File: config.mk
export PLATFORM = sky130hd
export DESIGN_NAME = if_stage_flat
export DESIGN_NICKNAME = d
export VERILOG_FILES = /design/src/rtl/if_stage_if.sv /design/src/rtl/if_stage.sv /design/src/flat_wrapper.sv
export SDC_FILE = /design/constraint.sdc
export NUM_CORES = 1
export LEC_CHECK = 0
export CAP_MARGIN = 20
export CORE_ASPECT_RATIO = 0.9
export CORE_MARGIN = 2
export CORE_UTILIZATION = 56
export CTS_CLUSTER_SIZE = 28
export DETAILED_ROUTE_END_ITERATION = 6
export PLACE_DENSITY = 0.84
export SLEW_MARGIN = 20
export SYNTH_ARGS = -nofsm -noshare
export SYNTH_HDL_FRONTEND = slang
export SYNTH_SLANG_ARGS = --single-unit
File: constraint.sdc
create_clock -name clk -period 5 [get_ports clk]
set_input_delay 0.75 -clock clk [delete_from_list [all_inputs] [get_ports clk]]
set_output_delay 0.75 -clock clk [all_outputs]
set_load 0.1 [all_outputs]
File: src/rtl/if_stage_if.sv
// Word-fetch bus between the instruction-fetch stage and the memory controller.
interface if_stage_if;
   logic        mem_req;
   logic [31:0] mem_addr;
   logic        mem_ack;
   logic [31:0] mem_data;

   modport master (output mem_req, output mem_addr, input mem_ack, input mem_data);
   modport slave  (input mem_req, input mem_addr, output mem_ack, output mem_data);
endinterface

File: src/rtl/if_stage.sv
// Instruction-fetch stage: PC sequencing, redirect handling and an optional
// direct-mapped instruction cache (enabled by defining ICACHE_EN).
module if_stage #(
   parameter logic [31:0] RESET_PC     = 32'h0000_0000,
   parameter int unsigned ICACHE_LINES = 64
) (
   input  logic        clk,
   input  logic        rst,
   input  logic        rdy,
   input  logic        if_id_stall,
   input  logic        jump_or_not,
   input  logic [31:0] jump_addr,
   if_stage_if.master  mem,
   output logic [31:0] if_pc,
   output logic [31:0] if_inst,
   output logic        if_stall
);

   typedef enum logic [1:0] {S_IDLE, S_FETCH, S_HOLD, S_DRAIN} state_e;

   if ((ICACHE_LINES < 2) || ((ICACHE_LINES & (ICACHE_LINES - 1)) != 0)) begin : g_bad_lines
      $error("ICACHE_LINES must be a power of two of at least 2");
   end

   state_e      state_q, state_d;
   logic [31:0] pc_q, pc_d;
   logic        mem_req_q, mem_req_d;
   logic [31:0] mem_addr_q, mem_addr_d;
   logic [31:0] if_pc_q, if_pc_d;
   logic [31:0] if_inst_q, if_inst_d;
   logic        if_stall_q, if_stall_d;
   logic [31:0] buf_q, buf_d;
   logic        ack_pend_q, ack_pend_d;
   logic [31:0] ack_data_q, ack_data_d;

   logic        ack_c;
   logic [31:0] ack_word_c;
   logic        hit_c;
   logic [31:0] line_c;

   // An acknowledge seen while frozen is parked and replayed once rdy returns.
   assign ack_c      = rdy && mem_req_q && (mem.mem_ack || ack_pend_q);
   assign ack_word_c = ack_pend_q ? ack_data_q : mem.mem_data;

`ifdef ICACHE_EN
   localparam int unsigned IDX_W = $clog2(ICACHE_LINES);
   localparam int unsigned TAG_W = 30 - IDX_W;

   logic [ICACHE_LINES-1:0] valid_q, valid_d;
   logic [TAG_W-1:0]        tag_mem  [ICACHE_LINES];
   logic [31:0]             data_mem [ICACHE_LINES];
   logic [IDX_W-1:0]        rd_idx, wr_idx;

   assign rd_idx = pc_q[IDX_W+1:2];
   assign wr_idx = mem_addr_q[IDX_W+1:2];
   assign hit_c  = valid_q[rd_idx] && (tag_mem[rd_idx] == pc_q[31:IDX_W+2]);
   assign line_c = data_mem[rd_idx];

   // Every completed fetch fills its line, including discarded ones.
   always_comb begin
      valid_d = valid_q;
      if (ack_c) valid_d[wr_idx] = 1'b1;
   end

   always_ff @(posedge clk or negedge rst) begin
      if (!rst) valid_q <= '0;
      else      valid_q <= valid_d;
   end

   always_ff @(posedge clk) begin
      if (ack_c) begin
         tag_mem[wr_idx]  <= mem_addr_q[31:IDX_W+2];
         data_mem[wr_idx] <= ack_word_c;
      end
   end
`else
   assign hit_c  = 1'b0;
   assign line_c = 32'h0000_0000;
`endif

   always_comb begin
      state_d    = state_q;
      pc_d       = pc_q;
      mem_req_d  = mem_req_q;
      mem_addr_d = mem_addr_q;
      if_pc_d    = if_pc_q;
      if_inst_d  = if_inst_q;
      if_stall_d = if_stall_q;
      buf_d      = buf_q;
      ack_pend_d = ack_pend_q;
      ack_data_d = ack_data_q;

      if (!rdy) begin
         if (mem_req_q && mem.mem_ack && !ack_pend_q) begin
            ack_pend_d = 1'b1;
            ack_data_d = mem.mem_data;
         end
      end else begin
         ack_pend_d = 1'b0;
         if (ack_c) mem_req_d = 1'b0;

         if (jump_or_not) begin
            pc_d       = jump_addr & 32'hFFFF_FFFC;
            if_stall_d = 1'b1;
            case (state_q)
               S_FETCH, S_DRAIN: state_d = ack_c ? S_IDLE : S_DRAIN;
               default:          state_d = S_IDLE;
            endcase
         end else begin
            case (state_q)
               S_IDLE: begin
                  if (!if_id_stall) begin
                     if (hit_c) begin
                        if_inst_d  = line_c;
                        if_pc_d    = pc_q;
                        if_stall_d = 1'b0;
                        pc_d       = pc_q + 32'd4;
                     end else begin
                        mem_req_d  = 1'b1;
                        mem_addr_d = pc_q;
                        if_stall_d = 1'b1;
                        state_d    = S_FETCH;
                     end
                  end
               end
               S_FETCH: begin
                  if (ack_c) begin
                     if (if_id_stall) begin
                        buf_d   = ack_word_c;
                        state_d = S_HOLD;
                     end else begin
                        if_inst_d  = ack_word_c;
                        if_pc_d    = pc_q;
                        if_stall_d = 1'b0;
                        pc_d       = pc_q + 32'd4;
                        state_d    = S_IDLE;
                     end
                  end
               end
               S_HOLD: begin
                  if (!if_id_stall) begin
                     if_inst_d  = buf_q;
                     if_pc_d    = pc_q;
                     if_stall_d = 1'b0;
                     pc_d       = pc_q + 32'd4;
                     state_d    = S_IDLE;
                  end
               end
               S_DRAIN: begin
                  if (ack_c) state_d = S_IDLE;
               end
               default: state_d = S_IDLE;
            endcase
         end
      end
   end

   always_ff @(posedge clk or negedge rst) begin
      if (!rst) begin
         state_q    <= S_IDLE;
         pc_q       <= RESET_PC;
         mem_req_q  <= 1'b0;
         mem_addr_q <= 32'h0000_0000;
         if_pc_q    <= 32'h0000_0000;
         if_inst_q  <= 32'h0000_0000;
         if_stall_q <= 1'b1;
         buf_q      <= 32'h0000_0000;
         ack_pend_q <= 1'b0;
         ack_data_q <= 32'h0000_0000;
      end else begin
         state_q    <= state_d;
         pc_q       <= pc_d;
         mem_req_q  <= mem_req_d;
         mem_addr_q <= mem_addr_d;
         if_pc_q    <= if_pc_d;
         if_inst_q  <= if_inst_d;
         if_stall_q <= if_stall_d;
         buf_q      <= buf_d;
         ack_pend_q <= ack_pend_d;
         ack_data_q <= ack_data_d;
      end
   end

   assign mem.mem_req  = mem_req_q;
   assign mem.mem_addr = mem_addr_q;
   assign if_pc        = if_pc_q;
   assign if_inst      = if_inst_q;
   assign if_stall     = if_stall_q;

endmodule

File: src/flat_wrapper.sv
// flat-port wrapper written by rule: the top's interface ports become plain ports
module if_stage_flat 
#(
   parameter logic [31:0] RESET_PC     = 32'h0000_0000,
   parameter int unsigned ICACHE_LINES = 64
)
  (clk, rst, rdy, if_id_stall, jump_or_not, jump_addr, if_pc, if_inst, if_stall, mem_mem_req, mem_mem_addr, mem_mem_ack, mem_mem_data);
  if_stage_if mem_i ();
  input  logic clk;
  input  logic rst;
  input  logic rdy;
  input  logic if_id_stall;
  input  logic jump_or_not;
  input  logic [31:0] jump_addr;
  output logic [31:0] if_pc;
  output logic [31:0] if_inst;
  output logic if_stall;
  output wire logic [$bits(mem_i.mem_req)-1:0] mem_mem_req;
  output wire logic [$bits(mem_i.mem_addr)-1:0] mem_mem_addr;
  input wire logic [$bits(mem_i.mem_ack)-1:0] mem_mem_ack;
  input wire logic [$bits(mem_i.mem_data)-1:0] mem_mem_data;
  assign mem_mem_req = mem_i.mem_req;
  assign mem_mem_addr = mem_i.mem_addr;
  assign mem_i.mem_ack = mem_mem_ack;
  assign mem_i.mem_data = mem_mem_data;
  if_stage #(.RESET_PC(RESET_PC), .ICACHE_LINES(ICACHE_LINES)) u_core (.clk(clk), .rst(rst), .rdy(rdy), .if_id_stall(if_id_stall), .jump_or_not(jump_or_not), .jump_addr(jump_addr), .mem(mem_i), .if_pc(if_pc), .if_inst(if_inst), .if_stall(if_stall));
endmodule
==> results by group, run 1 <==
Setup path
  • CP Class: in2reg
  • CP Data Arrival Time: roughly 3600 ps
  • Launching point of the worst reg2reg path: u_core.ack_pend_q
  • Reg2reg end: u_core.buf_q[10]
  • R2R depth: 5
  • R2R setup slack: 1880 ps
  • Worst Path Required: between 5000 and 6000 ps
  • Critical Path Source Type: primary input
  • CP max FO: 19
  • Crit end category: register

Global routing
  • Initial antenna violation count: 0
  • Largest net degree at the start of global routing: 111
  • GRT Resource Usage Total: around a quarter
  • First-pass GRT wire length: 32.4 mm
  • Vias in the first global route: 6454
  • GRT overflow: 0

Die
  • # IOs: 168
  • Total core area: roughly 0.015 sq mm
  • Die height: between 100 and 150 microns
  • Die ar.: roughly 0.016 sq mm
  • # rows: 42
  • Initial Util: between 50% and 60%
  • Die X: between 100 and 150 microns

Clock network
  • Root Buffer: clkbuf_16
  • Post-CTS setup buffer count: 0
  • Clock tree from TritonCTS: done
  • Post-CTS Resized: 0
  • Clk Latency, worst-skew pair: between 400 and 500 ps
  • H-tree levels: 4
  • Post-CTS Hold Fix Bufs: 0
  • Clk buf depth: 2
  • Total CTS buffers: 17
  • Clk slew on worst S/H paths: 70 ps
  • CTS Sinks: 191

Yosys
  • Yosys cell types: 51
  • Dominant cell type by area after synthesis: dfrtp_1
  • Share of the synthesized area in the top cell type: 55.2%
  • Post-Synthesis Cells: 794
  • Sequential-to-total area share from yosys stat: a little under three fifths
  • Asr flop ratio synth: 100%
  • Synth Warn #: 0
  • Synthesized area per cell: between 10 and 15 sq um
  • Yosys reg bits: 191
  • Post-synth EDFFs: 0
  • Synth Flop Type: dfrtp_1
  • Top post-synthesis cells by area: dfrtp_1 55%, mux2_2 12%, a21oi_1 6.1%
  • Post-synthesis cell area: between 0.008 and 0.009 sq mm

Timing
  • Final hold vios: 0
  • Slew HR: 25.7%
  • Post-layout minimum cycle time: 3320 ps
  • Setup TNS: 0 ps
  • Period utilization: 66.3%
  • Setup Viol. Count Final: 0
  • Slew @ Worst Pin: between 1000 and 1500 ps
  • Clk_skew: between 9 and 10 ps
  • Final Max Slew Viols: 0
  • Achievable Freq: 301 MHz
  • RSZ-0062 raised after global routing: false

Placement
  • Port bufs: 161
  • Routability cong.: 0.851
  • Post-DP HPWL: roughly 13 mm

Cells and area
  • Synth-to-Final Area Change: 27.4%
  • Ant. Diodes: 0
  • Layout cells sized above 1: between 10% and 20%
  • Final #Nets: 1004

Flow run
  • Max Cap Viol: 0

Detailed routing
  • Antenna viol nets, final: 0
  • Total number of vias: around 6500
  • DRT iter0 DRCs: 570
  • Drt wl/cell: 17.5 microns
  • Drt first pass iters: 5
  • Final wirelength: 19.9 mm
  • # DRC: 0
  • Vias per std cell: 5.73

Run status
  • Status: finished, final reports clean

Hold path
  • Tightest Hold Check Type: in2async
-- cells by family after synthesis --
kind of cell,share of synthesized area (%)
other,0.0436
buffers and inverters,3.37
DFF,55.5
adders and majority gates,0.727
and+or+nand+nor,10.0
AOI/OAI and AO/OA,13.8
muxes,16.5
-- worst max path at each step --
| stage | from | endpoint | slack, ps | depth (start not counted) |
|---|---|---|---|---|
| after floorplan | u_core.mem.mem_req | u_core.buf_q[10] | 2770 | 5 |
| after detailed placement | rdy | u_core.mem.mem_addr[31] | 1230 | 5 |
| after global placement | rdy | u_core.mem.mem_addr[4] | 1320 | 5 |
| after global routing | rdy | u_core.mem.mem_addr[31] | 1500 | 5 |
| after CTS | rdy | u_core.mem.mem_addr[31] | 1650 | 5 |
| final | rdy | u_core.mem.mem_addr[31] | 1680 | 5 |
-- layer usage --
| metal | vias to the layer above | part of all wire, % | track usage (%) |
|---|---|---|---|
| met5 | - | 0 | 0 |
| met4 | 0 | 1.8 | 8.49 |
| met3 | 25 | 7.7 | 7.12 |
| met2 | 241 | 47 | 39.1 |
| met1 | 3168 | 43 | 34.4 |
| li1 | 3101 | - | - |
-- cell usage in the layout (no fill, tap or decap), drive strengths merged, types with 3 or more instances in the layout --
master         instances
ha                     5
nand3                 12
conb                   4
bufinv                 3
o21a                   3
a2bb2oi                3
a311oi                 4
a21oi                105
nor3                  14
o211ai                 3
clkdlybuf4s50        160
nor4                   5
mux2                  94
and2                   3
or3                    6
clkinv                 8
nand2                 52
o41ai                  3
and4                   4
o22ai                 10
dfrtp                190
clkbuf                19
o21ai                 55
mux2i                 36
a211oi                 3
buf                   10
nor2                  82
inv                   12
nand4                  7
-- critical path, cell delays in order --
cell             delay (ps)
clkdlybuf4s50_1         700
nor3b_1                 580
and2_1                  870
buf_4                   360
mux2_2                  360
-- metrics by stage --
step / instance area (sq um) / cells / hold WS [ps] / setup slack (ps) / utilization [%]
after CTS: 11000 / 1140 / 457 / 1650 / 73.8
after detailed placement: 10300 / 1108 / 470 / 1230 / 69.6
after global routing: 11000 / 1140 / 489 / 1500 / 73.8
final: 11000 / 1140 / 416 / 1680 / 73.8
after floorplan: 8620 / 797 / 454 / 2770 / -
after global placement: 10300 / 1108 / 460 / 1320 / 69.6
-- registers in the layout, summed over array words and instances (netlist names) --
name,cells
u_core.ack_data_q,32
u_core.ack_pend_q,1
u_core.buf_q,32
u_core.if_inst,32
u_core.if_pc,30
u_core.if_stall,1
u_core.mem.mem_addr,30
u_core.mem.mem_req,1
u_core.pc_q,30
u_core.state_q,2
-- cell usage after synthesis, types with 7 or more instances --
master and count:
nand3_1 10, clkbuf_1 35, nor2_1 82, inv_1 9, a21oi_1 105, nand4_1 7
o22ai_1 10, o21ai_0 55, nand2_1 52, dfrtp_1 190, mux2_2 94, nor3_1 14
mux2i_1 36, buf_2 19
-- area by class of cell --
class                           instances  area (sq um)
Timing Repair Buffer                  171          1690
Sequential cell                       191          4780
Clock inverter                         14           183
Inverter                                9          33.8
Multi-Input combinational cell        539          3590
Fill cell                            1011          3900
Tap cell                              198           248
Clock buffer                           18           439
Power of run 1 is left out: the tool's default activity adds up to more than one toggle a clock period on the data nets, which glitch-free logic cannot reach.
==> inputs of run 2 (changes only) <==
- CORE_UTILIZATION: 56 -> 47
- PLACE_DENSITY: 0.84 -> 0.75
- clock period: 5 -> 2.7 ns (I/O delays scaled with it)
==> run 2 against run 1 <==
  * Clock-buffer cell count increased by 1
  * Cell count rose by 4.6%
  * Sequential share of layout area grew 0.24 points
  * Cell area down 0.55%
  * Critical path type is now reg2reg
  * Largest cell class unchanged
==> results by group, run 2 (synthesis gave the netlist of run 1 again) <==
Clock network
  • Clock tree from TritonCTS: done
  • Total CTS buffers: 17 (unchanged)
  • Post-CTS Hold Fix Bufs: 0 (unchanged)
  • Root Buffer: clkbuf_16
  • Post-CTS setup buffer count: 0 (unchanged)
  • Clk Latency, worst-skew pair: 430 ps (about the same)
  • CTS Sinks: 191 (unchanged)
  • Clk buf depth: 2 (unchanged)
  • H-tree levels: 4 (unchanged)
  • Clk slew on worst S/H paths: 70 ps (about the same)
  • Post-CTS Resized: 0 (unchanged)

Placement
  • Post-DP HPWL: 13.6 mm (+2.2%)
  • Port bufs: 161 (unchanged)
  • Routability cong.: 0.820 (-3.7%)

Timing
  • RSZ-0062 raised after global routing: false
  • Achievable Freq: around 440 MHz
  • Final Max Slew Viols: 0 (unchanged)
  • Slew HR: 38.7% (+13 points)
  • Setup Viol. Count Final: 0 (unchanged)
  • Final hold slack: 26.3 ps (-390 ps)
  • Post-layout minimum cycle time: 2290 ps
  • Period utilization: 84.7%
  • Final hold vios: 0 (unchanged)
  • Slew @ Worst Pin: 916 ps (-199 ps)
  • Clk_skew: 9.67 ps (+0.435 ps)
  • Setup TNS: 0 ps (unchanged)

Cells and area
  • Synth-to-Final Area Change: 26.7%
  • Most frequent cells in the layout: 189 x dfrtp_1, 110 x buf_4, 104 x a21oi_1, 94 x mux2_2, 81 x nor2_1
  • Commonest non-fill, non-tap cell in the layout: dfrtp_1
  • Fillers: 1443 (+43%)
  • Ant. Diodes: 0 (unchanged)
  • Layout cells sized above 1: 27.0% (+11 points)
  • Final #Nets: 1015 (+1.1%)

Setup path
  • Worst Path Required: 3000 ps (-2310 ps)
  • CP max FO: 34 (+15)
  • CP Data Arrival Time: 2590 ps (-1040 ps)
  • Crit end category: register
  • CP Class: reg2reg
  • Critical Path Source Type: register

Die
  • Initial Util: 48.4% (-9.5 points)
  • Total core area: 0.0178 sq mm (+20%)
  • Die ar.: 0.0194 sq mm (+19%)
  • Die X: 147 microns (+8.9%)
  • # IOs: 168 (unchanged)
  • Die height: 132 microns (+8.9%)
  • # rows: 46 (+9.5%)

Global routing
  • Vias in the first global route: 6264 (-2.9%)
  • Largest net degree at the start of global routing: 84 (-24%)
  • Initial antenna violation count: 0 (unchanged)
  • GRT overflow: 0 (unchanged)
  • First-pass GRT wire length: 32.8 mm (+1.4%)
  • GRT Resource Usage Total: 21.0% (-4.2 points)

Detailed routing
  • Drt wl/cell: 16.6 microns (-4.8%)
  • Total number of vias: 6485 (-0.77%)
  • DRT iter0 DRCs: 473 (-17%)
  • Drt first pass iters: 5 (unchanged)
  • Antenna viol nets, final: 0 (unchanged)
  • # DRC: 0 (unchanged)
  • Vias per std cell: 5.44 (-5.2%)
  • Final wirelength: 19.9 mm (-0.41%)

Flow run
  • Max Cap Viol: 0 (unchanged)

Hold path
  • Tightest Hold Check Type: in2async

Run status
  • Status: finished, final reports clean
==> run 2: changes by cell type in the layout (fill, tap and decap cells not counted), moves of 2 or more <==
cell	change
buf_12	+5
buf_4	+100
bufinv_16	-2
clkdlybuf4s50_1	-94
clkinv_4	-3
inv_8	+2
==> run 2: cell type report <==
type / instances / area [sq um] / area share, %
sequential: 191 / 4780 / 43.8
multi-input combinational: 539 / 3590 / 32.9
timing repair buffer: 182 / 1600 / 14.7
clock buffer: 19 / 453 / 4.15
tap: 240 / 300 / 2.75
clock inverter: 13 / 146 / 1.34
inverter: 9 / 33.8 / 0.310
==> run 2: layer usage <==
| metal | track usage [%] | wire (microns) |
|---|---|---|
| met5 | 0 | 0 |
| met4 | 6.80 | 346 |
| met3 | 5.52 | 1350 |
| met2 | 32.5 | 9210 |
| met1 | 29.0 | 8940 |
==> run 2: critical path, stage by stage (launching register included) <==
cell	delay, ps
dfrtp_1	410
inv_1	90
ha_1	350
nor2b_1	150
o21ai_4	750
buf_12	270
o21ai_0	120
==> run 2: through the flow <==
step / utilization (%) / instances / setup WS (ps) / area (sq um)
after floorplan: - / 797 / 467 / 8620
after global placement: 58.0 / 1161 / 284 / 10300
after detailed placement: 58.0 / 1161 / 248 / 10300
after CTS: 61.3 / 1193 / 416 / 10900
after global routing: 61.3 / 1193 / 277 / 10900
final: 61.3 / 1193 / 414 / 10900
==> run 2: final timing paths <==
kind	start	end	slack [ps]	depth (start not counted)
min in group clk	u_core.if_inst[18]	u_core.if_inst[18]	480	2
worst min-delay path	rst	u_core.if_pc[29]	30	1
max in group asynchronous	rst	u_core.if_inst[17]	1940	2
worst min register to register	u_core.if_inst[18]	u_core.if_inst[18]	480	2
worst max register to register	u_core.state_q[1]	u_core.if_inst[25]	410	6
worst max-delay path	u_core.state_q[1]	u_core.if_inst[25]	410	6
Power of run 2 is left out for the same reason.
==> inputs of run 3 (changes only) <==
- clock period: 2.7 -> 1.89 ns (I/O delays scaled with it)
==> run 3 against run 2 <==
  * Cell count rose by 3.8%
  * First-iteration DRC count fell by 18%
  * Utilization rose by 3.3 points
  * Register-to-register slack got worse by 380 ps
  * Sequential share of layout area fell by 2.2 points
  * Non-clock buffer count rose by 47
  * Setup slack got worse by 380 ps
  * Clock skew fell by 1.4 ps
  * Worst hold slack improved by 380 ps
  * Die area did not move
  * Via count rose by 3.9%
  * Critical endpoint is now u_core.pc_q[30]
==> results by group, run 3 (synthesis gave the netlist of run 1 again) <==
Run status
  • Status: finished, final reports clean

Detailed routing
  • Drt wl/cell: 17.1 microns (+2.7%)
  • # DRC: 0 (unchanged)
  • Final wirelength: 21.2 mm (+6.6%)
  • Drt first pass iters: 4 (-1)
  • Vias per std cell: 5.44 (+0.15%)
  • Antenna viol nets, final: 0 (unchanged)
  • DRT iter0 DRCs: 389 (-18%)
  • Total number of vias: 6740 (+3.9%)

Setup path
  • Reg2reg end: u_core.pc_q[30]
  • R2R setup slack: 40 ps (-380 ps)
  • Number of buffers and inverters on the critical path: 0 (-2)
  • CP Data Arrival Time: 2160 ps (-430 ps)
  • R2R depth: 6 (unchanged)
  • CP max stage delay: 410 ps (-340 ps)
  • Top delay family on crit path: simple AND/OR/NAND/NOR gates
  • Cell count along the critical path: 6 (unchanged)
  • Critical Path Source Type: register
  • Most common cell on crit path: or3_4
  • CP Class: reg2reg
  • Worst Path Required: 2190 ps (-810 ps)
  • Crit path max-delay cell type: or3_4
  • Crit end category: register
  • Cell-by-cell trace of the critical path: ha_4 > nand3_4 > or3_4 > or3_4 > o32ai_2 > a21oi_1
  • CP max FO: 4 (-88%)
  • Launching point of the worst reg2reg path: u_core.pc_q[3]

Clock network
  • Clk slew on worst S/H paths: 70 ps (about the same)
  • Clk buf depth: 2 (unchanged)
  • H-tree levels: 4 (unchanged)
  • Root Buffer: clkbuf_16
  • Clock tree from TritonCTS: done
  • Total CTS buffers: 17 (unchanged)
  • Clk Latency, worst-skew pair: 430 ps (about the same)
  • CTS Sinks: 191 (unchanged)

Global routing
  • First-pass GRT wire length: 34.7 mm (+5.9%)
  • Initial antenna violation count: 0 (unchanged)
  • Largest net degree at the start of global routing: 65 (-23%)
  • GRT overflow: 0 (unchanged)
  • Vias in the first global route: 6781 (+8.3%)
  • GRT Resource Usage Total: 22.2% (+1.3 points)

Timing
  • Clk_skew: 8.24 ps (-1.43 ps)
  • Post-layout minimum cycle time: 1850 ps (-432 ps)
  • PnR worst setup slack: 35.7 ps (-378 ps)
  • Final Max Slew Viols: 0 (unchanged)
  • Setup Viol. Count Final: 0 (unchanged)
  • Final hold vios: 0 (unchanged)
  • Period utilization: 98.1% (+13 points)
  • RSZ-0062 raised after global routing: true
  • Achievable Freq: 539 MHz (+23%)

Die
  • # rows: 46 (unchanged)
  • # IOs: 168 (unchanged)
  • Die X: 147 microns (unchanged)
  • Die ar.: 0.0194 sq mm (unchanged)
  • Die height: 132 microns (unchanged)
  • Initial Util: 48.4% (unchanged)
  • Total core area: 0.0178 sq mm (unchanged)

Flow run
  • Max Cap Viol: 0 (unchanged)

Cells and area
  • Commonest non-fill, non-tap cell in the layout: dfrtp_1
  • Layout cells sized above 1: 31.4% (+4.4 points)
  • Final #Nets: 1062 (+4.6%)
  • Ant. Diodes: 0 (unchanged)
  • Synth-to-Final Area Change: 33.5%
  • Most frequent cells in the layout: 187 x dfrtp_1, 143 x buf_4, 104 x a21oi_1, 94 x mux2_2, 81 x nor2_1

Placement
  • Pre-CTS setup slack: -195 ps (-443 ps)
  • Port bufs: 161 (unchanged)
  • Routability cong.: 0.850 (+3.7%)
  • Post-DP HPWL: 14.5 mm (+6.5%)

Hold path
  • Tightest Hold Check Type: in2async
## run 3: cell count changes in the layout (fill, tap and decap cells not counted), sizes merged
cell and change:
clkinvlp -1, buf +45, dlygate4sd3 +1, bufinv +1, clkbuf +1, inv -2
## run 3: cell type report
type / instances / area, sq um
fill: 1384 / 6290
clock buffer: 19 / 443
sequential: 191 / 4780
timing repair buffer: 229 / 2110
tap: 240 / 300
multi-input combinational: 539 / 3690
clock inverter: 11 / 131
inverter: 9 / 33.8
## run 3: worst reg2reg max path, stage by stage, from the launching register on
cell     delay [ps]
dfrtp_1         400
ha_4            180
nand3_4          60
or3_4           410
or3_4           380
o32ai_2         210
a21oi_1          90
## run 3: worst max-delay path by stage
stage | startpoint | to | slack (ps)
2_1_floorplan | u_core.pc_q[2] | u_core.pc_q[30] | -20
3_3_place_gp | rdy | u_core.if_pc[12] | -170
3_5_place_dp | rdy | u_core.if_pc[22] | -190
4_1_cts | u_core.pc_q[3] | u_core.pc_q[30] | 30
5_1_grt | u_core.pc_q[3] | u_core.pc_q[30] | -60
6_report | u_core.pc_q[3] | u_core.pc_q[30] | 40
## run 3: layer usage
metal	up-vias	routed length (microns)	share of wire, %	global-route usage, %
li1	3219	-	-	-
met2	206	10200	48	36.4
met1	3287	9230	44	29.5
met3	28	1360	6.4	5.03
met5	-	0	0	0
met4	0	376	1.8	7.44
## run 3: per-stage QoR
| step | hold slack (ps) | util [%] | TNS [ps] | instances | instance area [sq um] |
|---|---|---|---|---|---|
| after floorplan | -12.1 | - | -21.3 | 797 | 8650 |
| after global placement | 306 | 60.6 | -13580 | 1203 | 10800 |
| after detailed placement | 301 | 60.6 | -17050 | 1203 | 10800 |
| after CTS | 414 | 63.9 | 0 | 1235 | 11400 |
| after global routing | 440 | 64.6 | -106 | 1238 | 11500 |
| final | 406 | 64.6 | 0 | 1238 | 11500 |
## run 3: what timing repair did
item	CTS	global route
pin swaps	0	4
hold buffers	1	0
endpoints found under the setup margin	3	47
gates resized for setup	1	17
setup buffers	1	2
endpoints found under the hold margin	53	0
gates cloned	0	1
Power of run 3 is left out for the same reason.
